### src/rtl/fb_fill_arbiter.sv
// Framebuffer write-port arbiter: a rectangle-free linear fill engine and
// the CPU share one registered word-write port, round-robin on contention.
//
// Ports:
//   ahb_clk, rst            sole clock, synchronous active-high reset
//   cpu_req/addr/wdata      CPU word write, held until cpu_gnt
//   cpu_gnt                 combinational accept of the CPU request
//   fill_start/base/len     one-cycle fill command, word base and count
//   fill_byte               gray value replicated into every byte
//   fill_wait_vblank, vblank  optionally defer the fill to blanking
//   fill_busy, fill_done    engine active / one-cycle completion pulse
//   fb_wen/waddr/wdata      registered framebuffer write port
module fb_fill_arbiter #(
  parameter int unsigned FB_AW      = 10,
  parameter int unsigned DATA_WIDTH = 32
) (
  input  logic                  ahb_clk,
  input  logic                  rst,
  input  logic                  cpu_req,
  input  logic [FB_AW-1:0]      cpu_addr,
  input  logic [DATA_WIDTH-1:0] cpu_wdata,
  output logic                  cpu_gnt,
  input  logic                  fill_start,
  input  logic [FB_AW-1:0]      fill_base,
  input  logic [FB_AW:0]        fill_len,
  input  logic [7:0]            fill_byte,
  input  logic                  fill_wait_vblank,
  input  logic                  vblank,
  output logic                  fill_busy,
  output logic                  fill_done,
  output logic                  fb_wen,
  output logic [FB_AW-1:0]      fb_waddr,
  output logic [DATA_WIDTH-1:0] fb_wdata
);

  typedef enum logic [1:0] {
    IDLE,
    WAIT_VB,
    FILL,
    DONE
  } state_t;

  localparam logic [FB_AW-1:0] ADDR_ONE = 1;
  localparam logic [FB_AW:0]   REM_ONE  = 1;

  state_t state_q;
  state_t state_d;

  logic [FB_AW-1:0]      ptr_q;
  logic [FB_AW:0]        rem_q;
  logic [7:0]            byte_q;
  logic [DATA_WIDTH-1:0] fill_word;

  // Set when the CPU took the most recent grant; the other side wins
  // the next tie.
  logic last_cpu_q;

  logic fill_req;
  logic cpu_win;
  logic fill_win;

  assign fill_word = DATA_WIDTH'({4{byte_q}});

  // The FILL state lingers one cycle with rem_q==0 so fill_busy covers
  // the last write landing on the port; no request is made then.
  assign fill_req = (state_q == FILL) && (rem_q != '0);

  always_comb begin
    cpu_win  = 1'b0;
    fill_win = 1'b0;
    if (!rst) begin
      cpu_win  = cpu_req && (!fill_req || !last_cpu_q);
      fill_win = fill_req && !cpu_win;
    end
  end

  assign cpu_gnt = cpu_win;

  always_comb begin
    state_d = state_q;
    unique case (state_q)
      IDLE: begin
        if (fill_start) begin
          if (fill_len == '0) begin
            state_d = DONE;
          end else if (fill_wait_vblank) begin
            state_d = WAIT_VB;
          end else begin
            state_d = FILL;
          end
        end
      end
      WAIT_VB: begin
        if (vblank) begin
          state_d = FILL;
        end
      end
      FILL: begin
        if (rem_q == '0) begin
          state_d = DONE;
        end
      end
      DONE: begin
        state_d = IDLE;
      end
      default: begin
        state_d = IDLE;
      end
    endcase
  end

  assign fill_busy = (state_q == WAIT_VB) ||
                     (state_q == FILL);
  assign fill_done = (state_q == DONE);

  always_ff @(posedge ahb_clk) begin
    if (rst) begin
      state_q <= IDLE;
    end else begin
      state_q <= state_d;
    end
  end

  // Fill parameters are captured only in IDLE, so a mid-fill
  // fill_start cannot disturb them.
  always_ff @(posedge ahb_clk) begin
    if (rst) begin
      ptr_q  <= '0;
      rem_q  <= '0;
      byte_q <= '0;
    end else if (state_q == IDLE) begin
      if (fill_start) begin
        ptr_q  <= fill_base;
        rem_q  <= fill_len;
        byte_q <= fill_byte;
      end
    end else if (fill_win) begin
      ptr_q <= ptr_q + ADDR_ONE;
      rem_q <= rem_q - REM_ONE;
    end
  end

  always_ff @(posedge ahb_clk) begin
    if (rst) begin
      last_cpu_q <= 1'b0;
    end else if (cpu_win || fill_win) begin
      last_cpu_q <= cpu_win;
    end
  end

  always_ff @(posedge ahb_clk) begin
    if (rst) begin
      fb_wen   <= 1'b0;
      fb_waddr <= '0;
      fb_wdata <= '0;
    end else begin
      fb_wen <= cpu_win || fill_win;
      unique case (1'b1)
        cpu_win: begin
          fb_waddr <= cpu_addr;
          fb_wdata <= cpu_wdata;
        end
        fill_win: begin
          fb_waddr <= ptr_q;
          fb_wdata <= fill_word;
        end
        default: begin
          fb_waddr <= fb_waddr;
          fb_wdata <= fb_wdata;
        end
      endcase
    end
  end

endmodule
### config.mk
export PLATFORM = sky130hd
export DESIGN_NAME = fb_fill_arbiter
export DESIGN_NICKNAME = d
export VERILOG_FILES = /design/src/rtl/fb_fill_arbiter.sv
export SDC_FILE = /design/constraint.sdc
export NUM_CORES = 1
export LEC_CHECK = 0
export CAP_MARGIN = 40
export CORE_ASPECT_RATIO = 1.5
export CORE_MARGIN = 1
export CORE_UTILIZATION = 60
export DETAILED_ROUTE_END_ITERATION = 8
export DONT_BUFFER_PORTS = 1
export HOLD_SLACK_MARGIN = 0.08
export PLACE_DENSITY = 0.76
export SKIP_CTS_REPAIR_TIMING = 1
export SLEW_MARGIN = 20
export SYNTH_ARGS = -nofsm -noshare
export SYNTH_HDL_FRONTEND = slang
export SYNTH_SLANG_ARGS = --single-unit
### constraint.sdc
create_clock -name ahb_clk -period 3.2 [get_ports ahb_clk]
set_clock_uncertainty 0.1 [all_clocks]
set_input_delay 0.48 -clock ahb_clk [delete_from_list [all_inputs] [get_ports ahb_clk]]
set_output_delay 0.48 -clock ahb_clk [all_outputs]
set_load 0.01 [all_outputs]
==> results.yml, run 1 <==
status:
  status: "complete, no violations"
detailed_routing:
  drt-initial-drc-count: 331
  num_vias: 3487
  dr.pass1.iters: 6
  viasPerCell: 6.81
  ant_nets: 0
  routedWlPerCell_um: 19.7
  drc: 0
  drt-total-wl_um: 10100
clock_tree:
  cts_max_level: 3
  clock-sinks: 75
  clk_latency_ns: 0.34
  clockBufferDepth: 2
  root_buffer: "clkbuf_8"
  cts_buffers: 9
  cts_tree: "done"
  clkTransAtPathRegs_ns: 0.08
die:
  die_area_um2: 6790
  die_h_um: 100
  core-area_um2: 6170
  start_util_pct: 62.8
  core.rowCount: 35
  io_pins: 123
  die_x_um: 67.6
worst_setup_path:
  cp_max_fo: 8
  r2r-start: "rem_q[6]"
  required_ns: 2.62
  reg2regPathDepth: 5
  arrival_ns: 2.37
  worstSetupPathType: "flip-flop to primary output"
  start_kind: "flip-flop"
  end_kind: "primary output"
  cp-startpoint: "rem_q[6]"
synth:
  synth_nets: 545
  yosys_warnings: 0
  syn_avg_cell_area_um2: 8.41
  synth.most_common_cell: "dfxtp_1"
  syn_inst: 461
  synth_edf_count: 0
  synth_area_leader_cell: "dfxtp_1"
  ys.flop_type: "dfxtp_1"
  synth.distinct_cells: 49
  synth_common_cells: "dfxtp_1, a211oi_1, nor3_1"
  syn_area_um2: 3880
  yosysSeqAreaShare_pct: 38.7
  synthTopCellsByArea: "dfxtp_1, a211oi_1, nor3_1"
  synth-seq-cells: 75
  synth-async-reset-ratio_pct: 0
  netlist.area_leader.share_pct: 38.7
place:
  portBuffers: 0
  routabilityCongestion: 0.833
  placed_cells: 495
  post-dp-hpwl_um: 6690
flow_run:
  max_cap_viol_count: 0
timing:
  fin_crit_ns: 2.95
  setup_viol: 0
  rsz0062_at_grt: "no"
  tns_ns: 0
  max-slew-margin-rel_pct: 58.5
  period_share_pct: 92.3
  hold_violations: 0
  worst_pin_slew_ns: 0.619
  timing.fmax_ghz: 0.339
  drv_slew: 0
cells_and_area:
  num_antenna_cells: 0
  fill_cells: 530
  area_delta_synth_final_pct: 4.78
  drive_gt1_share_pct: 6.62
  final_cells: 512
  layout.nets: 518
hold_path:
  hp-start: "rst"
  hold_path_class: "primary input to flip-flop"
  worstHoldPathCells: 1
global_route:
  grt_max_degree: 76
  antenna_found_initial: 0
  gr-usage-all-layers_pct: 30.0
  overflow: 0
  grt_pass1_vias: 3206
  grt_pass1_wl_um: 15600
power:
  powerDensity_nw_per_um2: 1040
  ir_drop_mv: 0.677
  p_leak_nw: 1.39
-- metrics by stage --
step	power (mW)	hold WS (ns)	cell area, um2	util (%)	setup slack [ns]
4_1_cts	4.21	0.0844	4040	65.5	0.240
2_1_floorplan	3.02	0.336	3880	-	0.717
3_3_place_gp	3.39	0.340	3830	62.1	0.665
6_report	4.22	0.106	4060	65.8	0.247
5_1_grt	4.55	0.0817	4060	65.8	0.105
3_5_place_dp	3.44	0.342	3840	62.1	0.619
-- routing by layer --
| metal | track usage [%] | part of all wire (%) | vias up |
|---|---|---|---|
| li1 | - | - | 1724 |
| met1 | 35.5 | 40 | 1604 |
| met2 | 49.3 | 51 | 147 |
| met3 | 9.50 | 7.8 | 12 |
| met4 | 11.5 | 1.8 | 0 |
| met5 | 0 | 0 | - |
-- sequential cells by signal, summed over array words and instances (netlist names) --
register and flops:
byte_q 8, fb_waddr 10, fb_wdata 32, fb_wen 1, last_cpu_q 1, ptr_q 10, rem_q 11, state_q 2
-- power breakdown --
group	total (mW)	switching, mW	internal (mW)	leakage (nW)
clock	0.778	0.344	0.434	0.106
sequential	1.51	0.301	1.20	0.620
combinational	1.94	1.25	0.688	0.663
total	4.22	1.90	2.33	1.39
-- critical path: stages, from the launching register on --
cell and delay [ns]:
dfxtp_1 0.37, or4_1 0.73, o41a_2 0.51, a21oi_1 0.21, and2_1 0.22
-- cells by family after synthesis --
kind of cell / count (synthesis) / synth area share, %
AOI/OAI and AO/OA: 187 / 33.9
and+or+nand+nor: 119 / 15.9
DFF: 75 / 38.7
buffers and inverters: 62 / 6.39
muxes: 11 / 2.84
adders and majority gates: 7 / 2.26
-- layout make-up --
cell class,count,area (um2),area share (%)
Clock buffer,10,128,3.14
Tap cell,74,92.6,2.28
Inverter,13,48.8,1.20
Timing Repair Buffer,11,83.8,2.06
Sequential cell,75,1500,37.0
Multi-Input combinational cell,324,2130,52.4
Clock inverter,5,78.8,1.94
-- final timing paths --
path,endpoint,slack [ns]
setup reg to reg,fb_wdata[26],0.59
hold / removal,fb_waddr[3],0.11
hold reg to reg,byte_q[3],0.35
setup / recovery,cpu_gnt,0.25
-- placed cells by master, fill, tap and decap left out, drive strengths merged, types with 2 or more instances in the layout --
| cell type | netlist | final |
|---|---|---|
| or3 | 2 | 2 |
| o31ai | 14 | 14 |
| dlygate4sd3 | 0 | 2 |
| a31oi | 5 | 5 |
| clkinv | 1 | 4 |
| o311ai | 15 | 15 |
| dfxtp | 75 | 75 |
| a22oi | 5 | 5 |
| a21bo | 2 | 2 |
| o21ai | 37 | 37 |
| buf | 10 | 9 |
| and2 | 3 | 3 |
| nand2 | 26 | 26 |
| ha | 7 | 7 |
| nor2b | 11 | 11 |
| o21a | 2 | 2 |
| or4 | 6 | 6 |
| o2111ai | 2 | 2 |
| a32oi | 5 | 5 |
| nor2 | 16 | 16 |
| nand3 | 4 | 4 |
| clkbuf | 39 | 10 |
| mux2i | 11 | 11 |
| inv | 12 | 12 |
| a211oi | 55 | 55 |
| bufinv | 0 | 2 |
| o32ai | 3 | 3 |
| o211ai | 8 | 8 |
| nor3 | 39 | 39 |
| a41oi | 2 | 2 |
| nor4 | 5 | 5 |
| a21oi | 24 | 24 |
No activity file was read; power rests on OpenSTA's default activity.
==> run 2, diff against run 1 <==
--- a/config.mk
+++ b/config.mk
@@ -6,13 +6,13 @@
 export NUM_CORES = 1
 export LEC_CHECK = 0
 export CAP_MARGIN = 40
-export CORE_ASPECT_RATIO = 1.5
 export CORE_MARGIN = 1
 export CORE_UTILIZATION = 60
+export CTS_CLUSTER_DIAMETER = 150
 export DETAILED_ROUTE_END_ITERATION = 8
 export DONT_BUFFER_PORTS = 1
 export HOLD_SLACK_MARGIN = 0.08
-export PLACE_DENSITY = 0.76
+export PLACE_DENSITY = 0.86
 export SKIP_CTS_REPAIR_TIMING = 1
 export SLEW_MARGIN = 20
 export SYNTH_ARGS = -nofsm -noshare
==> run 2 against run 1 <==
  * Final area shrank 0.77%
  * Sequential share of layout area grew 0.29 points
  * Count of clock-buffer cells in the layout grew 1
  * Largest cell class unchanged
  * Via count grew 3.7%
  * Clock power shrank 17%
  * Critical path depth is the same
  * Non-clock buffer count grew 1
  * Critical path type unchanged
  * Cell count grew 0.59%
  * Worst hold slack lost 0.014 ns
  * Fmax shrank 0.40%
  * Flip-flop and latch count is the same
  * Highest routed layer unchanged
==> results.yml, run 2 (same netlist as run 1, synthesis figures left out) <==
power:
  power.share.clock_pct: 15.8
  p_switching_mw: 1.92
  ir_drop_mv: 0.629
  internal_power_mw: 2.18
  combPwrFrac_pct: 47.2
  powerDensity_nw_per_um2: 1020
  p_leak_nw: 1.37
  switching_share_pct: 46.9
  pwr-share-seq_pct: 37.0
detailed_routing:
  ant_nets: 0
  routedWlPerCell_um: 19.7
  dr_wl_met2_um: 4770
  wl_met1_um: 4280
  drc: 0
  drt-initial-drc-count: 349
  viasPerCell: 7.02
  dr.pass1.iters: 5
  top_layer_used: "met4"
  num_vias: 3616
  drt-total-wl_um: 10100
  wl_met3_um: 948
timing:
  drv_slew: 0
  hold_violations: 0
  max-slew-margin-rel_pct: 60.2
  rsz0062_at_grt: "no"
  tns_ns: 0
  setup_viol: 0
  period_share_pct: 92.6
  worst_pin_slew_ns: 0.594
  hold_ws_ns: 0.0920
  fin_crit_ns: 2.96
  timing.fmax_ghz: 0.337
cells_and_area:
  final_common_cell: "dfxtp_1"
  reg_top3: "fb_wdata (32), rem_q (11)"
  regMostFlops: "fb_wdata"
  layout.nets: 519
  drive_gt1_share_pct: 7.05
  final_cell_mix: "dfxtp_1, a211oi_1, nor3_1"
  num_antenna_cells: 0
  fill_cells: 505
  design_area_um2: 4030
  area_delta_synth_final_pct: 3.97
  final_core_util_pct: 66.5
  final_cells: 515
  largest_reg_flops: 32
global_route:
  grt_max_degree: 76
  grt_pass1_vias: 3181
  antenna_found_initial: 0
  overflow: 0
  grt_pass1_wl_um: 15400
  gr-usage-all-layers_pct: 29.6
hold_path:
  hold_path_class: "primary input to flip-flop"
  hp-start: "rst"
  worstHoldPathCells: 1
die:
  die_area_um2: 6790
  die_x_um: 82.4
  core-area_um2: 6060
  io_pins: 123
  core.rowCount: 28
  start_util_pct: 64.0
  die_h_um: 82.4
worst_setup_path:
  critPathSlowestCell: "or4_1"
  crit_chain: "or4_1 > o41a_2 > a21oi_1 > and2_1"
  crit_path_end: "cpu_gnt"
  reg2reg_to: "fb_wdata[28]"
  arrival_ns: 2.38
  slowest_delay_ns: 0.75
  r2r_slack_ns: 0.60
  reg2regPathDepth: 5
  worstSetupPathType: "flip-flop to primary output"
  required_ns: 2.62
  start_kind: "flip-flop"
  cp_max_fo: 8
  end_kind: "primary output"
  cp-startpoint: "rem_q[6]"
  r2r-start: "rem_q[6]"
place:
  routabilityCongestion: 0.876
  post-dp-hpwl_um: 6800
  placed_cells: 498
  placed_area_um2: 3850
  portBuffers: 0
clock_tree:
  cts_buffers: 9
  clk_latency_ns: 0.36
  cts_max_level: 3
  clock-sinks: 75
  clkTransAtPathRegs_ns: 0.08
  root_buffer: "clkbuf_8"
  cts_tree: "done"
  clockBufferDepth: 2
status:
  status: "complete, no violations"
flow_run:
  max_cap_viol_count: 0
run 2: critical path, delay by kind of cell, from the launching register on:
family | cells | cell delay, ns
compound gates | 2 | 0.70
flops | 1 | 0.37
simple gates | 2 | 0.97
run 2: power groups by stage:
stage	registers [mW]	logic, mW	clock network, mW
after detailed placement	1.53	1.90	0
final	1.52	1.94	0.647
after CTS	1.51	1.91	0.655
after global placement	1.52	1.83	0
after floorplan	1.45	1.57	0
after global routing	1.56	2.15	0.698
run 2: layout make-up:
type                            instances  area (um2)  area share (%)
Timing Repair Buffer                   12        88.8            2.20
Tap cell                               75        93.8            2.33
Sequential cell                        75        1500            37.2
Clock inverter                          5        37.5           0.931
Inverter                               13        48.8            1.21
Clock buffer                           11         131            3.26
Multi-Input combinational cell        324        2130            52.8
run 2: worst min-delay path by stage:
stage	end	slack [ns]
3_3_place_gp	byte_q[4]	0.34
5_1_grt	fb_waddr[6]	0.08
2_1_floorplan	byte_q[0]	0.34
4_1_cts	fb_waddr[6]	0.08
6_report	fb_waddr[9]	0.09
3_5_place_dp	byte_q[7]	0.35
run 2: routing by layer:
layer | track usage, % | up-vias
met4 | 10.9 | 0
met3 | 8.79 | 13
met5 | 0 | -
li1 | - | 1721
met1 | 38.5 | 1721
met2 | 46.3 | 161
run 2: stage by stage:
| stage | worst slack, ns | power (mW) |
|---|---|---|
| 6_report | 0.236 | 4.10 |
| 5_1_grt | 0.168 | 4.41 |
| 4_1_cts | 0.245 | 4.07 |
| 3_5_place_dp | 0.628 | 3.43 |
| 3_3_place_gp | 0.647 | 3.35 |
| 2_1_floorplan | 0.717 | 3.02 |
